File: config.mk
export PLATFORM = sky130hd
export DESIGN_NAME = ctrl_pipe_flat
export DESIGN_NICKNAME = d
export VERILOG_FILES = /design/src/rtl/ctrl_pipe_if.sv /design/src/rtl/ctrl_pipe.sv /design/src/flat_wrapper.sv
export SDC_FILE = /design/constraint.sdc
export NUM_CORES = 1
export LEC_CHECK = 0
export ABC_AREA = 1
export ABC_CLOCK_PERIOD_IN_PS = 1500
export CORE_UTILIZATION = 42
export DETAILED_ROUTE_END_ITERATION = 10
export PLACE_DENSITY = 0.88
export SLEW_MARGIN = 0
export SYNTH_ARGS = -nofsm -noshare
export SYNTH_HDL_FRONTEND = slang
export SYNTH_SLANG_ARGS = --single-unit
File: constraint.sdc
create_clock -name clk -period 1.5 [get_ports clk]
set_input_delay 0.15 -clock clk [delete_from_list [all_inputs] [get_ports clk]]
set_output_delay 0.15 -clock clk [all_outputs]
set_load 0.03 [all_outputs]
File: src/rtl/ctrl_pipe_if.sv
// Handshake bundle between the ID-stage decoder / datapath and the ctrl_pipe control pipeline.
// The master drives decoder outputs and the EX zero flag; the slave (ctrl_pipe) returns stage controls.
interface ctrl_pipe_if #(
   parameter int unsigned RA_W = 5
);
   logic            id_regDst;
   logic            id_aluSrc;
   logic            id_memtoReg;
   logic            id_regWrite;
   logic            id_memRead;
   logic            id_memWrite;
   logic            id_branch;
   logic            id_BranchN;
   logic            id_signZero;
   logic            id_jmp;
   logic [2:0]      id_aluop;
   logic [RA_W-1:0] id_rs;
   logic [RA_W-1:0] id_rt;
   logic [RA_W-1:0] id_rd;
   logic            ex_zero;

   logic            ex_aluSrc;
   logic            ex_signZero;
   logic [2:0]      ex_aluop;
   logic [RA_W-1:0] ex_dst;
   logic            mem_memRead;
   logic            mem_memWrite;
   logic [RA_W-1:0] mem_dst;
   logic            wb_regWrite;
   logic            wb_memtoReg;
   logic [RA_W-1:0] wb_dst;
   logic            pc_write;
   logic            ifid_write;
   logic            ifid_flush;
   logic            br_taken;
   logic            jmp_take;

   modport master (
      output id_regDst, id_aluSrc, id_memtoReg, id_regWrite, id_memRead, id_memWrite,
             id_branch, id_BranchN, id_signZero, id_jmp, id_aluop, id_rs, id_rt, id_rd,
             ex_zero,
      input  ex_aluSrc, ex_signZero, ex_aluop, ex_dst, mem_memRead, mem_memWrite, mem_dst,
             wb_regWrite, wb_memtoReg, wb_dst, pc_write, ifid_write, ifid_flush, br_taken,
             jmp_take
   );

   modport slave (
      input  id_regDst, id_aluSrc, id_memtoReg, id_regWrite, id_memRead, id_memWrite,
             id_branch, id_BranchN, id_signZero, id_jmp, id_aluop, id_rs, id_rt, id_rd,
             ex_zero,
      output ex_aluSrc, ex_signZero, ex_aluop, ex_dst, mem_memRead, mem_memWrite, mem_dst,
             wb_regWrite, wb_memtoReg, wb_dst, pc_write, ifid_write, ifid_flush, br_taken,
             jmp_take
   );
endinterface

File: src/rtl/ctrl_pipe.sv
// Control pipeline ID/EX -> EX/MEM -> MEM/WB with load-use stall, EX branch resolution,
// ID jump acceptance and the resulting PC / IF-ID write-enable and flush controls.
module ctrl_pipe #(
   parameter int unsigned RA_W = 5
) (
   input logic        clk,
   input logic        rst,
   ctrl_pipe_if.slave bus
);

   typedef struct packed {
      logic            regdst;
      logic            alusrc;
      logic            memtoreg;
      logic            regwrite;
      logic            memread;
      logic            memwrite;
      logic            branch;
      logic            branchn;
      logic            signzero;
      logic [2:0]      aluop;
      logic [RA_W-1:0] rt;
      logic [RA_W-1:0] rd;
   } ex_t;

   typedef struct packed {
      logic            memtoreg;
      logic            regwrite;
      logic            memread;
      logic            memwrite;
      logic [RA_W-1:0] dst;
   } mem_t;

   typedef struct packed {
      logic            memtoreg;
      logic            regwrite;
      logic [RA_W-1:0] dst;
   } wb_t;

   ex_t             ex_q, ex_d, id_bundle;
   mem_t            mem_q, mem_d;
   wb_t             wb_q, wb_d;
   logic [RA_W-1:0] ex_dst;
   logic            stall, br_taken, jmp_take;

   always_comb begin
      id_bundle          = '0;
      id_bundle.regdst   = bus.id_regDst;
      id_bundle.alusrc   = bus.id_aluSrc;
      id_bundle.memtoreg = bus.id_memtoReg;
      id_bundle.regwrite = bus.id_regWrite;
      id_bundle.memread  = bus.id_memRead;
      id_bundle.memwrite = bus.id_memWrite;
      id_bundle.branch   = bus.id_branch;
      id_bundle.branchn  = bus.id_BranchN;
      id_bundle.signzero = bus.id_signZero;
      id_bundle.aluop    = bus.id_aluop;
      id_bundle.rt       = bus.id_rt;
      id_bundle.rd       = bus.id_rd;
   end

   assign ex_dst = ex_q.regdst ? ex_q.rd : ex_q.rt;

   // Register 0 is hard-wired, so a load targeting it never creates a hazard.
   assign stall = ex_q.memread & (ex_q.rt != '0) &
                  ((ex_q.rt == bus.id_rs) | (ex_q.rt == bus.id_rt));
   assign br_taken = (ex_q.branch & bus.ex_zero) | (ex_q.branchn & ~bus.ex_zero);
   assign jmp_take = bus.id_jmp & ~stall & ~br_taken;

   always_comb begin
      ex_d           = (br_taken | stall) ? '0 : id_bundle;
      mem_d          = '0;
      mem_d.memtoreg = ex_q.memtoreg;
      mem_d.regwrite = ex_q.regwrite;
      mem_d.memread  = ex_q.memread;
      mem_d.memwrite = ex_q.memwrite;
      mem_d.dst      = ex_dst;
      wb_d           = '0;
      wb_d.memtoreg  = mem_q.memtoreg;
      wb_d.regwrite  = mem_q.regwrite;
      wb_d.dst       = mem_q.dst;
   end

   always_ff @(posedge clk) begin
      if (rst) begin
         ex_q  <= '0;
         mem_q <= '0;
         wb_q  <= '0;
      end else begin
         ex_q  <= ex_d;
         mem_q <= mem_d;
         wb_q  <= wb_d;
      end
   end

   assign bus.ex_aluSrc    = ex_q.alusrc;
   assign bus.ex_signZero  = ex_q.signzero;
   assign bus.ex_aluop     = ex_q.aluop;
   assign bus.ex_dst       = ex_dst;
   assign bus.mem_memRead  = mem_q.memread;
   assign bus.mem_memWrite = mem_q.memwrite;
   assign bus.mem_dst      = mem_q.dst;
   assign bus.wb_regWrite  = wb_q.regwrite;
   assign bus.wb_memtoReg  = wb_q.memtoreg;
   assign bus.wb_dst       = wb_q.dst;

   // A taken branch overrides the stall: the load-use consumer is being squashed anyway.
   assign bus.pc_write   = ~(stall & ~br_taken);
   assign bus.ifid_write = ~(stall & ~br_taken);
   assign bus.ifid_flush = br_taken | jmp_take;
   assign bus.br_taken   = br_taken;
   assign bus.jmp_take   = jmp_take;

endmodule

File: src/flat_wrapper.sv
// flat-port wrapper written by rule: the top's interface ports become plain ports
module ctrl_pipe_flat 
#(
   parameter int unsigned RA_W = 5
)
  (clk, rst, bus_id_regDst, bus_id_aluSrc, bus_id_memtoReg, bus_id_regWrite, bus_id_memRead, bus_id_memWrite, bus_id_branch, bus_id_BranchN, bus_id_signZero, bus_id_jmp, bus_id_aluop, bus_id_rs, bus_id_rt, bus_id_rd, bus_ex_zero, bus_ex_aluSrc, bus_ex_signZero, bus_ex_aluop, bus_ex_dst, bus_mem_memRead, bus_mem_memWrite, bus_mem_dst, bus_wb_regWrite, bus_wb_memtoReg, bus_wb_dst, bus_pc_write, bus_ifid_write, bus_ifid_flush, bus_br_taken, bus_jmp_take);
  ctrl_pipe_if #(.RA_W(RA_W)) bus_i ();
  input logic clk;
  input logic rst;
  input wire logic [$bits(bus_i.id_regDst)-1:0] bus_id_regDst;
  input wire logic [$bits(bus_i.id_aluSrc)-1:0] bus_id_aluSrc;
  input wire logic [$bits(bus_i.id_memtoReg)-1:0] bus_id_memtoReg;
  input wire logic [$bits(bus_i.id_regWrite)-1:0] bus_id_regWrite;
  input wire logic [$bits(bus_i.id_memRead)-1:0] bus_id_memRead;
  input wire logic [$bits(bus_i.id_memWrite)-1:0] bus_id_memWrite;
  input wire logic [$bits(bus_i.id_branch)-1:0] bus_id_branch;
  input wire logic [$bits(bus_i.id_BranchN)-1:0] bus_id_BranchN;
  input wire logic [$bits(bus_i.id_signZero)-1:0] bus_id_signZero;
  input wire logic [$bits(bus_i.id_jmp)-1:0] bus_id_jmp;
  input wire logic [$bits(bus_i.id_aluop)-1:0] bus_id_aluop;
  input wire logic [$bits(bus_i.id_rs)-1:0] bus_id_rs;
  input wire logic [$bits(bus_i.id_rt)-1:0] bus_id_rt;
  input wire logic [$bits(bus_i.id_rd)-1:0] bus_id_rd;
  input wire logic [$bits(bus_i.ex_zero)-1:0] bus_ex_zero;
  output wire logic [$bits(bus_i.ex_aluSrc)-1:0] bus_ex_aluSrc;
  output wire logic [$bits(bus_i.ex_signZero)-1:0] bus_ex_signZero;
  output wire logic [$bits(bus_i.ex_aluop)-1:0] bus_ex_aluop;
  output wire logic [$bits(bus_i.ex_dst)-1:0] bus_ex_dst;
  output wire logic [$bits(bus_i.mem_memRead)-1:0] bus_mem_memRead;
  output wire logic [$bits(bus_i.mem_memWrite)-1:0] bus_mem_memWrite;
  output wire logic [$bits(bus_i.mem_dst)-1:0] bus_mem_dst;
  output wire logic [$bits(bus_i.wb_regWrite)-1:0] bus_wb_regWrite;
  output wire logic [$bits(bus_i.wb_memtoReg)-1:0] bus_wb_memtoReg;
  output wire logic [$bits(bus_i.wb_dst)-1:0] bus_wb_dst;
  output wire logic [$bits(bus_i.pc_write)-1:0] bus_pc_write;
  output wire logic [$bits(bus_i.ifid_write)-1:0] bus_ifid_write;
  output wire logic [$bits(bus_i.ifid_flush)-1:0] bus_ifid_flush;
  output wire logic [$bits(bus_i.br_taken)-1:0] bus_br_taken;
  output wire logic [$bits(bus_i.jmp_take)-1:0] bus_jmp_take;
  assign bus_i.id_regDst = bus_id_regDst;
  assign bus_i.id_aluSrc = bus_id_aluSrc;
  assign bus_i.id_memtoReg = bus_id_memtoReg;
  assign bus_i.id_regWrite = bus_id_regWrite;
  assign bus_i.id_memRead = bus_id_memRead;
  assign bus_i.id_memWrite = bus_id_memWrite;
  assign bus_i.id_branch = bus_id_branch;
  assign bus_i.id_BranchN = bus_id_BranchN;
  assign bus_i.id_signZero = bus_id_signZero;
  assign bus_i.id_jmp = bus_id_jmp;
  assign bus_i.id_aluop = bus_id_aluop;
  assign bus_i.id_rs = bus_id_rs;
  assign bus_i.id_rt = bus_id_rt;
  assign bus_i.id_rd = bus_id_rd;
  assign bus_i.ex_zero = bus_ex_zero;
  assign bus_ex_aluSrc = bus_i.ex_aluSrc;
  assign bus_ex_signZero = bus_i.ex_signZero;
  assign bus_ex_aluop = bus_i.ex_aluop;
  assign bus_ex_dst = bus_i.ex_dst;
  assign bus_mem_memRead = bus_i.mem_memRead;
  assign bus_mem_memWrite = bus_i.mem_memWrite;
  assign bus_mem_dst = bus_i.mem_dst;
  assign bus_wb_regWrite = bus_i.wb_regWrite;
  assign bus_wb_memtoReg = bus_i.wb_memtoReg;
  assign bus_wb_dst = bus_i.wb_dst;
  assign bus_pc_write = bus_i.pc_write;
  assign bus_ifid_write = bus_i.ifid_write;
  assign bus_ifid_flush = bus_i.ifid_flush;
  assign bus_br_taken = bus_i.br_taken;
  assign bus_jmp_take = bus_i.jmp_take;
  ctrl_pipe #(.RA_W(RA_W)) u_core (.clk(clk), .rst(rst), .bus(bus_i));
endmodule
==> flow_summary_export.csv <==
group,metric,value,unit
yosys,synth_flop_cell,"dfxtp_1",
global_routing,grt_pass1_wl,4.38,mm
route,vias_per_cell,4.20,
power,ir_drop,0.000765,V
yosys,synth_area,1480,sq um
clock_tree,clock-root-buffer,"clkbuf_4",
critical_path,critPathKind,"register to primary output",
power,switchingPower,0.597,mW
yosys,synth_top_area_share,0.516,
yosys,synth_seq_cells,38,
critical_path,critPathLaunchType,"register",
clock_tree,clock_path_buffers,2,
yosys,syn_area_per_cell,7.56,sq um
sta,fmax,0.559,GHz
critical_path,cpLargestDelayFamily,"buffers and inverters",
cells_and_area,drive_above_1_share,0.281,
sta,worst_slew_pin_slew,0.365,ns
global_routing,grt_pass1_vias,1079,
critical_path,crit_arrival,1.64,ns
sta,hold_slack,0.299,ns
critical_path,critPathMaxFanout,4,
critical_path,ff2ff_path_depth,10,
sta,fin_tns_setup,-1.24,ns
yosys,yosys-top-cells-area,"dfxtp_1, inv_1, nand2_1",
cells_and_area,utilization,0.715,
status,violations,"negative setup slack",
cells_and_area,num-nets-final,300,
cells_and_area,diodes,0,
power,p_comb_frac,0.190,
sta,final.setup.worst_slack,-0.288,ns
yosys,synth_edf_count,0,
placement,dp_hpwl,2.22,mm
power,p_seq_frac,0.450,
route,detail_route.first_pass.iterations,4,
critical_path,critPathMaxStageDelay,0.35,ns
route,drt-initial-drc-count,43,
die,rows,21,
placement,post-place-cells,304,
route,routed_wl,3.28,mm
worst_hold_path,whs_endpoint,"u_core.ex_q[19]",
sta,fin_skew,0.0208,ns
clock_tree,clk_pin_slew,0.13,ns
critical_path,critPathCaptureType,"primary output",
route,detail_route.wl_per_cell,10.4,um
die,io_pins,60,
die,fp.dieH,61.3,um
critical_path,crit_required,1.35,ns
die,core,3360,sq um
flow_run,maxCapViolations,0,
yosys,syn-num-nets,226,
yosys,synth.yosys.warnings,0,
die,die-area,3750,sq um
sta,fin_crit,1.79,ns
sta,period_share,1.19,
clock_tree,ctsHoldBuffers,0,
power,powerDensity,999,nW/um^2
clock_tree,cts.sink_count,38,
die,die_w,61.3,um
sta,final-max-slew-violation-count,0,
yosys,synthCells,195,
sta,relSlewSlack,0.756,
clock_tree,clk_latency,0.35,ns
yosys,synth_top_cell_by_area,"dfxtp_1",
worst_hold_path,worstHoldStart,"bus_id_memtoReg",
placement,io_buffers,59,
power,power.share.clock,0.361,
critical_path,rr_endpoint,"u_core.ex_q[1]",
power,report.power.total,2.40,mW
power,p_leak,1.39,nW
global_routing,track_usage,0.169,
yosys,ys_seq_area_frac,0.516,
critical_path,rrSetupSlack,-0.04,ns
yosys,synth_common_cells,"inv_1, nand2_1, dfxtp_1, nor2_1, nor2_2",
worst_hold_path,hp-class,"input pin to register",
sta,setup_violations,16,
cells_and_area,area_growth_syn_to_layout,62.9,%
route,dr_total_vias,1326,
global_routing,grt_overflow,0,
status,outcome,"finished with violations",
die,start_util,0.439,
cells_and_area,fillers,271,
yosys,yosysMostFrequentCell,"inv_1",
sta,rsz0062_at_grt,"yes",
critical_path,crit_chain,"buf_4 > xnor2_1 > nand3_2 > nand2_2 > buf_6 > nand2_4 > nand2_2 > nor2_1 > buf_4",
clock_tree,cts_buffers,5,
critical_path,reg2reg_from,"u_core.ex_q[7]",
power,internal_power,1.80,mW
clock_tree,cts_tree,"built",
critical_path,crit_buf_inv,3,
cells_and_area,stdcell_count,316,
global_routing,grt_max_degree,17,
route,ant_nets,0,
critical_path,crit_slowest_cell,"dfxtp_2",
worst_hold_path,whs_path_depth,3,
power,p_sw_frac,0.249,
yosys,synthArstFlopShare,0,
clock_tree,htree_levels,2,
route,drc_errors,0,
sta,hold_viol_final,0,
yosys,ys_types,18,
global_routing,antenna_found_initial,0,
placement,routabilityCongestion,0.841,
-- worst max path at each step --
stage	from	endpoint	slack, ns	cells past startpoint
after global placement	bus_id_rt[3]	bus_ifid_write	-0.41	9
after detailed placement	bus_id_rt[0]	bus_ifid_write	-0.43	9
after global routing	u_core.ex_q[9]	bus_jmp_take	-0.39	11
after CTS	u_core.ex_q[8]	bus_ifid_write	-0.28	8
final	u_core.ex_q[7]	bus_jmp_take	-0.29	9
after floorplan	u_core.ex_q[9]	bus_pc_write	0.05	8
-- placed cells by master (no fill, tap or decap), drive strengths merged --
cell and instances:
inv 47, nand2 43, nor2 41, dfxtp 38
clkdlybuf4s50 30, buf 28, dlymetal6s2s 12, clkbuf 8
dlygate4sd2 7, a21oi 5, nand3 3, xnor2 2
bufinv 2, o21ai 2, nand4 1, clkinv 1
-- power by group through the flow --
stage | logic [mW] | registers [mW] | clock network (mW)
6_report | 0.455 | 1.08 | 0.866
2_1_floorplan | 0.203 | 1.12 | 0
5_1_grt | 0.489 | 1.09 | 0.931
4_1_cts | 0.416 | 1.08 | 0.880
3_5_place_dp | 0.416 | 1.10 | 0
3_3_place_gp | 0.409 | 1.10 | 0
-- repair_timing --
item | in CTS | in global routing
setup buffers | 0 | 3
endpoints found under the hold margin | 0 | 0
setup endpoints to repair | 13 | 25
pin swaps | 4 | 15
cloned | 0 | 1
resized for setup | 32 | 38
-- sequential cells by signal, summed over array words and instances, names as in the netlist --
register / cells
u_core.bus.ex_aluSrc: 1
u_core.bus.mem_dst: 5
u_core.ex_q: 17
u_core.bus.mem_memWrite: 1
u_core.bus.wb_regWrite: 1
u_core.bus.wb_dst: 5
u_core.bus.mem_memRead: 1
u_core.bus.ex_signZero: 1
u_core.bus.wb_memtoReg: 1
u_core.mem_q: 2
u_core.bus.ex_aluop: 3
-- worst reg2reg max path, stage by stage, from the launching register on --
cell and delay, ns:
dfxtp_2 0.35, buf_4 0.13, xnor2_1 0.20, nand3_2 0.11, nand2_2 0.10, buf_6 0.10
nand2_4 0.05, buf_4 0.15, nand2_8 0.08, clkbuf_16 0.16, nor2_2 0.03
-- cell families (layout without fill, tap and decap cells) --
group	Yosys count	after routing	synth area share
buf+inv	60	135	0.188
flops	38	38	0.516
xor+xnor	2	2	0.0119
simple gates	88	88	0.260
compound gates	7	7	0.0237
-- through the flow --
stage               cell area [sq um]  worst slack [ns]
floorplan                        1480            0.0492
global placement                 2150            -0.415
detailed placement               2150            -0.433
CTS                              2270            -0.277
global route                     2400            -0.387
finish                           2400            -0.288
-- layer usage --
layer / wire length (um) / part of all wire / track usage
met5: 0 / 0 / 0
met4: 115 / 0.035 / 0.0877
met3: 164 / 0.050 / 0.0756
met2: 1640 / 0.50 / 0.273
met1: 1360 / 0.41 / 0.186
-- layout make-up --
class                           instances  area [sq um]  area share
Multi-Input combinational cell         97           487       0.202
Timing Repair Buffer                   80           801       0.333
Clock inverter                          3          68.8      0.0286
Inverter                               47           176      0.0734
Clock buffer                            5          37.5      0.0156
Tap cell                               46          57.6      0.0239
Sequential cell                        38           776       0.323
Note: power is estimated with default switching activity, not from simulation.
